==> src/rtl/wb_counter_pkg.sv <==
// Shared definitions for the Wishbone up/down counter: register map, CTRL bits, reset values.
package wb_counter_pkg;

  localparam int unsigned BUS_W     = 32;
  localparam int unsigned SEL_W     = BUS_W / 8;
  localparam int unsigned ADR_IDX_W = 3;

  // Word indices decoded from wb_adr_i[4:2]
  localparam logic [ADR_IDX_W-1:0] ADR_CTRL     = 3'd0;
  localparam logic [ADR_IDX_W-1:0] ADR_COUNT    = 3'd1;
  localparam logic [ADR_IDX_W-1:0] ADR_PRESCALE = 3'd2;
  localparam logic [ADR_IDX_W-1:0] ADR_LIMIT    = 3'd3;
  localparam logic [ADR_IDX_W-1:0] ADR_STATUS   = 3'd4;

  // CTRL and STATUS bit positions
  localparam int unsigned CTRL_EN     = 0;
  localparam int unsigned CTRL_UP     = 1;
  localparam int unsigned CTRL_CLR    = 2;
  localparam int unsigned CTRL_IRQ_EN = 3;
  localparam int unsigned STATUS_WRAP = 0;

  // LIMIT resets to all ones; truncated to the counter width at the use site
  localparam logic [BUS_W-1:0] LIMIT_RST = '1;

  // Bus handshake states: HOLD blocks re-acking while the master keeps stb high
  typedef enum logic [1:0] {
    BUS_IDLE = 2'd0,
    BUS_ACK  = 2'd1,
    BUS_HOLD = 2'd2
  } bus_state_e;

  // Decoded request payload
  typedef struct packed {
    logic                 we;
    logic [ADR_IDX_W-1:0] idx;
    logic [SEL_W-1:0]     sel;
    logic [BUS_W-1:0]     dat;
  } wb_req_t;

  // Replace the bytes of old_v selected by sel with the matching bytes of new_v
  function automatic logic [BUS_W-1:0] byte_merge(input logic [BUS_W-1:0] old_v,
                                                  input logic [BUS_W-1:0] new_v,
                                                  input logic [SEL_W-1:0] sel);
    logic [BUS_W-1:0] r;
    r = old_v;
    for (int b = 0; b < int'(SEL_W); b++) begin
      if (sel[b]) r[b*8 +: 8] = new_v[b*8 +: 8];
    end
    return r;
  endfunction

endpackage

==> src/rtl/updown_count_core.sv <==
// Prescaled up/down counter with programmable wrap limit and a single-cycle wrap indication.
module updown_count_core #(
  parameter int unsigned WIDTH = 32,
  parameter int unsigned PRE_W = 16
) (
  input  logic             clk,
  input  logic             rst_n,
  input  logic             en,
  input  logic             up,
  input  logic             clr,
  input  logic             load,
  input  logic [WIDTH-1:0] load_val,
  input  logic [PRE_W-1:0] prescale,
  input  logic [WIDTH-1:0] limit,
  output logic [WIDTH-1:0] count,
  output logic             wrap_pulse
);

  logic [PRE_W-1:0] pre_q;
  logic             tick_c;
  logic             at_bound_c;

  // Tick when the prescaler reaches PRESCALE; bound depends on direction
  always_comb begin
    tick_c     = en && (pre_q == prescale);
    at_bound_c = up ? (count >= limit) : (count == '0);
    wrap_pulse = tick_c && at_bound_c && !clr && !load;
  end

  // Prescaler and counter; CLR beats a load, a load beats a tick
  always_ff @(posedge clk) begin
    if (!rst_n) begin
      pre_q <= '0;
      count <= '0;
    end else begin
      if (clr || !en || tick_c) pre_q <= '0;
      else                      pre_q <= pre_q + PRE_W'(1);

      if (clr) begin
        count <= '0;
      end else if (load) begin
        count <= load_val;
      end else if (tick_c) begin
        if (up) count <= at_bound_c ? '0 : count + WIDTH'(1);
        else    count <= at_bound_c ? limit : count - WIDTH'(1);
      end
    end
  end

endmodule

==> src/rtl/wb_updown_counter.sv <==
// Wishbone classic slave: register bank, bus handshake, sticky WRAP and interrupt around the count core.
module wb_updown_counter
  import wb_counter_pkg::*;
#(
  parameter int unsigned WIDTH = 32,
  parameter int unsigned PRE_W = 16
) (
  input  logic             clk,
  input  logic             rst_n,
  input  logic             wb_cyc_i,
  input  logic             wb_stb_i,
  input  logic             wb_we_i,
  input  logic [3:0]       wb_sel_i,
  input  logic [31:0]      wb_adr_i,
  input  logic [31:0]      wb_dat_i,
  output logic [31:0]      wb_dat_o,
  output logic             wb_ack_o,
  output logic             irq_o,
  output logic [WIDTH-1:0] count_o
);

  bus_state_e       state_q, state_d;
  wb_req_t          req_c;
  logic             req_valid_c;
  logic             wr_c;
  logic             clr_c, load_c, status_clr_c;
  logic [WIDTH-1:0] load_val_c;
  logic [31:0]      rdata_c;
  logic             wrap_pulse;

  logic             en_q, up_q, irq_en_q, wrap_q;
  logic [PRE_W-1:0] prescale_q;
  logic [WIDTH-1:0] limit_q;

  // Only adr[4:2] is decoded
  logic unused_adr;
  assign unused_adr = ^{wb_adr_i[31:5], wb_adr_i[1:0]};

  // Request decode and write side effects that feed the core
  always_comb begin
    req_c.we     = wb_we_i;
    req_c.idx    = wb_adr_i[4:2];
    req_c.sel    = wb_sel_i;
    req_c.dat    = wb_dat_i;
    req_valid_c  = wb_cyc_i && wb_stb_i && !wb_ack_o && (state_q == BUS_IDLE);
    wr_c         = req_valid_c && req_c.we;
    clr_c        = wr_c && (req_c.idx == ADR_CTRL) && req_c.sel[0] && req_c.dat[CTRL_CLR];
    load_c       = wr_c && (req_c.idx == ADR_COUNT);
    load_val_c   = WIDTH'(byte_merge(32'(count_o), req_c.dat, req_c.sel));
    status_clr_c = wr_c && (req_c.idx == ADR_STATUS) && req_c.sel[0] && req_c.dat[STATUS_WRAP];
  end

  // Read mux over pre-edge register state; unmapped offsets read 0
  always_comb begin
    rdata_c = '0;
    case (req_c.idx)
      ADR_CTRL: begin
        rdata_c[CTRL_EN]     = en_q;
        rdata_c[CTRL_UP]     = up_q;
        rdata_c[CTRL_IRQ_EN] = irq_en_q;
      end
      ADR_COUNT:    rdata_c = 32'(count_o);
      ADR_PRESCALE: rdata_c = 32'(prescale_q);
      ADR_LIMIT:    rdata_c = 32'(limit_q);
      ADR_STATUS:   rdata_c[STATUS_WRAP] = wrap_q;
      default:      rdata_c = '0;
    endcase
  end

  // Handshake state register
  always_ff @(posedge clk) begin
    if (!rst_n) state_q <= BUS_IDLE;
    else        state_q <= state_d;
  end

  // Handshake next state: one ack per strobe, wait for stb to drop before re-arming
  always_comb begin
    state_d = state_q;
    case (state_q)
      BUS_IDLE: if (req_valid_c) state_d = BUS_ACK;
      BUS_ACK:  state_d = (wb_cyc_i && wb_stb_i) ? BUS_HOLD : BUS_IDLE;
      BUS_HOLD: if (!(wb_cyc_i && wb_stb_i)) state_d = BUS_IDLE;
      default:  state_d = BUS_IDLE;
    endcase
  end

  // Register bank, bus outputs, sticky WRAP and interrupt
  always_ff @(posedge clk) begin
    if (!rst_n) begin
      wb_ack_o   <= 1'b0;
      wb_dat_o   <= '0;
      irq_o      <= 1'b0;
      en_q       <= 1'b0;
      up_q       <= 1'b0;
      irq_en_q   <= 1'b0;
      wrap_q     <= 1'b0;
      prescale_q <= '0;
      limit_q    <= WIDTH'(LIMIT_RST);
    end else begin
      wb_ack_o <= (state_d == BUS_ACK);
      wb_dat_o <= req_valid_c ? rdata_c : '0;
      irq_o    <= wrap_q && irq_en_q;

      if (wr_c) begin
        case (req_c.idx)
          ADR_CTRL: if (req_c.sel[0]) begin
            en_q     <= req_c.dat[CTRL_EN];
            up_q     <= req_c.dat[CTRL_UP];
            irq_en_q <= req_c.dat[CTRL_IRQ_EN];
          end
          ADR_PRESCALE: prescale_q <= PRE_W'(byte_merge(32'(prescale_q), req_c.dat, req_c.sel));
          ADR_LIMIT:    limit_q    <= WIDTH'(byte_merge(32'(limit_q), req_c.dat, req_c.sel));
          default: ;
        endcase
      end

      // A new wrap wins over a same-edge write-1-clear
      if (wrap_pulse)        wrap_q <= 1'b1;
      else if (status_clr_c) wrap_q <= 1'b0;
    end
  end

  updown_count_core #(
    .WIDTH(WIDTH),
    .PRE_W(PRE_W)
  ) u_core (
    .clk        (clk),
    .rst_n      (rst_n),
    .en         (en_q),
    .up         (up_q),
    .clr        (clr_c),
    .load       (load_c),
    .load_val   (load_val_c),
    .prescale   (prescale_q),
    .limit      (limit_q),
    .count      (count_o),
    .wrap_pulse (wrap_pulse)
  );

endmodule

==> config.mk <==
export PLATFORM = sky130hd
export DESIGN_NAME = wb_updown_counter
export DESIGN_NICKNAME = d
export VERILOG_FILES = /design/src/rtl/wb_counter_pkg.sv /design/src/rtl/updown_count_core.sv /design/src/rtl/wb_updown_counter.sv
export SDC_FILE = /design/constraint.sdc
export NUM_CORES = 1
export LEC_CHECK = 0
export ABC_AREA = 1
export CAP_MARGIN = 20
export CORE_UTILIZATION = 35
export DETAILED_ROUTE_END_ITERATION = 7
export HOLD_SLACK_MARGIN = 0.02
export SYNTH_ARGS = -nofsm -noshare
export SYNTH_HDL_FRONTEND = slang
export SYNTH_SLANG_ARGS = --single-unit
==> constraint.sdc <==
create_clock -name clk -period 1.8 [get_ports clk]
set_input_delay 0.18 -clock clk [delete_from_list [all_inputs] [get_ports clk]]
set_output_delay 0.18 -clock clk [all_outputs]
set_load 0.1 [all_outputs]
==> flow_summary.ini <==
[outcome]
outcome = complete, but fails checks
violated_checks = negative setup slack

[timing]
setup_violations = 41
unrepaired_setup_endpoints_after_global_routing = true
timing.clock.skew_ns = 0.01621
clock.fmax_mhz = 459.2
worst-slew-pin-transition_ns = 0.3878
hold_violations = 0
layout_worst_path_cycle_share_pct = 121.0
postLayoutSetupSlackWorst_ns = -0.3778
min_period_ns = 2.178
fin_worst_hold_slack_ns = 0.3805
report.final.slew_viol_count = 0
final.setup.tns_ns = -10.98
max-slew-margin-rel_pct = 73.88

[floorplanning]
die_area_um2 = 26020
placementRows = 57
ios = 139
fp.dieW_um = 161.3
die_h_um = 161.3
start_util_pct = 36.10
core_area_um2 = 24600

[layout]
multiInputGateArea_um2 = 6400
post_layout_nonfiller_instances = 2114
area.sequential_um2 = 2854
fill_cells = 2231
layout.nets = 1885
number_of_antenna_diodes = 0
proportion_of_layout_cells_with_a_drive_suffix_above_1_pct = 44.02
syn_to_final_growth_pct = 66.11

[clocking]
tritoncts.num_buffers = 17
ctsHoldBuffers = 0
cts_root_buf = sky130_fd_sc_hd__clkbuf_16
cts_num_sinks = 136
cts.path.max_buffers = 2
worstSkewPairLatency_ns = 0.44
tritoncts_clock_tree = done
cts.clk_slew.worst_paths_ns = 0.07
htree_num_levels = 4

[detailed_routing]
drt-vias-per-instance = 5.232
route.detailed.drc = 0
routed_wire_length_per_instance_um = 17.70
met1_length_um = 16830
dr_total_vias = 11060
first_pass_drt_iterations = 5
detailroute.wirelength.met2_um = 16670
drt_iter0_drc = 1131
wl_met3_um = 3085
sum_of_routed_wire_length_over_all_layers_um = 37420
highest_layer_used_for_signal_routing = met4
ant_nets = 0

[place]
port_buf_inserts = 109
dpl.hpwl_um = 26900
dpl.cell_count = 2056
place_ws_ns = -0.5183
place_congestion = 0.9891

[synthesis]
yosys.cell_types.count = 45
adder_and_majority_gate_portion_of_the_synthesized_area_pct = 4.930
mappedNetlistArea_um2 = 8884
syn-num-nets = 1482
synth_warnings = 0
synth_compound_gate_area_share_pct = 18.48
synth.ff_latch_count = 136
synthesis.instances = 1374
synth_simple_gate_area_share_pct = 31.00
synth_xor_xnor_area_share_pct = 4.239
synth_seq_area_share_pct = 30.65
synth.area.mux_share_pct = 0
post_synth.cell_area_avg_um2 = 6.465
dominant_combinational_cell_family_by_area_after_synthesis = simple AND/OR/NAND/NOR gates

[critical_path]
slowest_delay_ns = 0.32
worstSetupStartpointType = register
critPathArrivalTime_ns = 2.54
critical_path.endpoint_type = register
top_cell_family_by_delay_on_the_critical_path = simple AND/OR/NAND/NOR gates
setup.worst_path.start = limit_q[9]
timing_worst_setup_path_type = register to register
cp.required_ns = 2.16
timing.critical_path.mode_cell = sky130_fd_sc_hd__nand2_1
reg2reg_slack_ns = -0.38
slowest_stage_cell_cp = sky130_fd_sc_hd__dfxtp_1
worst-path-buf-inv = 2
cp_cell_instances = inv_2 -> ha_4 -> nand2_1 -> nor2_2 -> nand2_4 -> nor2_2 -> nor2_1 -> nand2_1 -> nand2_2 -> nand2_4 -> nand2_8 -> clkbuf_16 -> nand2_2 -> nand2_1 -> o21ai_1 -> nand2_1 -> a21oi_2
worstPathMaxFanout = 8
worstReg2RegStart = limit_q[9]

[pwr]
p_leak_nw = 7.056
max-vdd-ir-drop_v = 0.0004706
power.density_cell_area_nw_per_um2 = 575.5

[flow_run]
drv.max_cap_violation_count = 0

[global_routing]
grt-ovfl-total = 0
vias_in_the_first_global_route = 10080
grt_pass1_wl_um = 55410
grt_overall_usage_pct = 27.44
grt_max_degree = 30
antenna_found_initial = 0

[min_path]
worstHoldStart = wb_dat_i[30]
worst_hold_path_type = input pin to register
state kept, by name, indices dropped and copies added, names as in the netlist, 2 cells and up:
register and flops:
limit_q 32, u_core.count 32, wb_dat_o 32, prescale_q 16, u_core.pre_q 16, state_q 2
per-stage QoR:
step                utilization (%)  instance area [µm²]  total power [mW]
floorplan                         -                 8990             3.917
global placement              51.09                12570             4.539
detailed placement            51.09                12570             4.544
CTS                           55.47                13650             8.148
global route                  59.97                14760             8.765
finish                        59.97                14760             8.493
power by group:
part	leakage (nW)	internal [mW]	total (mW)	switching, mW
Combinational	5.66	0.852	2.05	1.20
Clock	0.282	1.87	3.42	1.54
Sequential	1.12	3.00	3.03	0.0206
synthesized netlist by cell type (all sizes together):
cell type  instances  area share (%)
a211oi             2            0.17
a21o               2            0.17
a21oi            163             9.4
a221oi             2            0.20
a22oi              3            0.25
and2               1           0.070
buf               29             2.2
clkbuf            32             1.4
dfxtp            136              31
ha                35             4.9
inv              170             7.2
nand2            319              14
nand3             62             3.6
nand4             29             2.0
nor2             139             6.5
nor3              41             2.9
nor3b              4            0.34
nor4               7            0.80
o2111ai            1           0.099
o21ai            122             6.9
o21bai             1           0.085
o22ai             17             1.2
o31ai              1           0.085
or2               12            0.85
or3                1           0.070
xnor2              4            0.39
xor2              39             3.8
path summary, 6_finish.rpt:
check	cells after the start	endpoint
max	17	u_core.count[20]
min	3	limit_q[30]
max reg2reg	17	u_core.count[20]
min reg2reg	2	wb_dat_o[25]
cells by family (layout without fill, tap and decap cells):
kind of cell,Yosys count,count (layout)
AOI/OAI and AO/OA,314,314
buffers and inverters,231,647
DFF,136,136
adders and majority gates,35,35
and+or+nand+nor,615,615
xor gates and xnor gates,43,43
metal layers:
| layer | vias to the layer above | GRT usage (%) |
|---|---|---|
| li1 | 5334 | - |
| met1 | 5184 | 39.89 |
| met2 | 478 | 41.24 |
| met3 | 65 | 4.520 |
| met4 | 0 | 8.105 |
| met5 | - | 0 |
cell type report:
type	count	share of cell area, %
multi-input cells	1007	43.37
repair buffers	445	26.31
clock inverters	13	0.7122
inverters	170	4.451
well taps	324	2.747
clock buffers	19	3.069
flip-flops and latches	136	19.34
cell usage in the layout (no fill, tap or decap), types with 17 or more instances in the layout:
cell                              instances
sky130_fd_sc_hd__nand2_2                 51
sky130_fd_sc_hd__o21ai_0                 77
sky130_fd_sc_hd__nand3_1                 37
sky130_fd_sc_hd__nand2_1                245
sky130_fd_sc_hd__o22ai_1                 17
sky130_fd_sc_hd__dfxtp_2                 33
sky130_fd_sc_hd__a21oi_1                134
sky130_fd_sc_hd__buf_12                  19
sky130_fd_sc_hd__buf_4                  355
sky130_fd_sc_hd__nor2_2                  28
sky130_fd_sc_hd__nor2_1                  90
sky130_fd_sc_hd__xor2_1                  35
sky130_fd_sc_hd__nor2_4                  21
sky130_fd_sc_hd__inv_1                  121
sky130_fd_sc_hd__ha_4                    25
sky130_fd_sc_hd__nand4_1                 29
sky130_fd_sc_hd__o21ai_1                 36
sky130_fd_sc_hd__a21oi_2                 28
sky130_fd_sc_hd__dfxtp_4                 24
sky130_fd_sc_hd__inv_2                   44
sky130_fd_sc_hd__nand2_4                 22
sky130_fd_sc_hd__nor3_1                  24
sky130_fd_sc_hd__clkbuf_16               20
sky130_fd_sc_hd__clkdlybuf4s50_1         43
sky130_fd_sc_hd__buf_6                   19
sky130_fd_sc_hd__nand3_2                 23
sky130_fd_sc_hd__dfxtp_1                 79
repair_timing:
action | CTS | global route
resized for setup | 89 | 267
cloned | 3 | 4
endpoints found under the setup margin | 56 | 108
setup buffers | 12 | 12
pin swaps | 11 | 96
worst register-to-register path: stages, from the launching register on:
cell and delay (ns):
sky130_fd_sc_hd__dfxtp_1 0.32, sky130_fd_sc_hd__inv_2 0.05, sky130_fd_sc_hd__ha_4 0.26, sky130_fd_sc_hd__nand2_1 0.08
sky130_fd_sc_hd__nor2_2 0.18, sky130_fd_sc_hd__nand2_4 0.10, sky130_fd_sc_hd__nor2_2 0.10, sky130_fd_sc_hd__nor2_1 0.05
sky130_fd_sc_hd__nand2_1 0.08, sky130_fd_sc_hd__nand2_2 0.08, sky130_fd_sc_hd__nand2_4 0.12, sky130_fd_sc_hd__nand2_8 0.11
sky130_fd_sc_hd__clkbuf_16 0.20, sky130_fd_sc_hd__nand2_2 0.06, sky130_fd_sc_hd__nand2_1 0.04, sky130_fd_sc_hd__o21ai_1 0.07
sky130_fd_sc_hd__nand2_1 0.08, sky130_fd_sc_hd__a21oi_2 0.13
(Power assumes the default switching activity.)
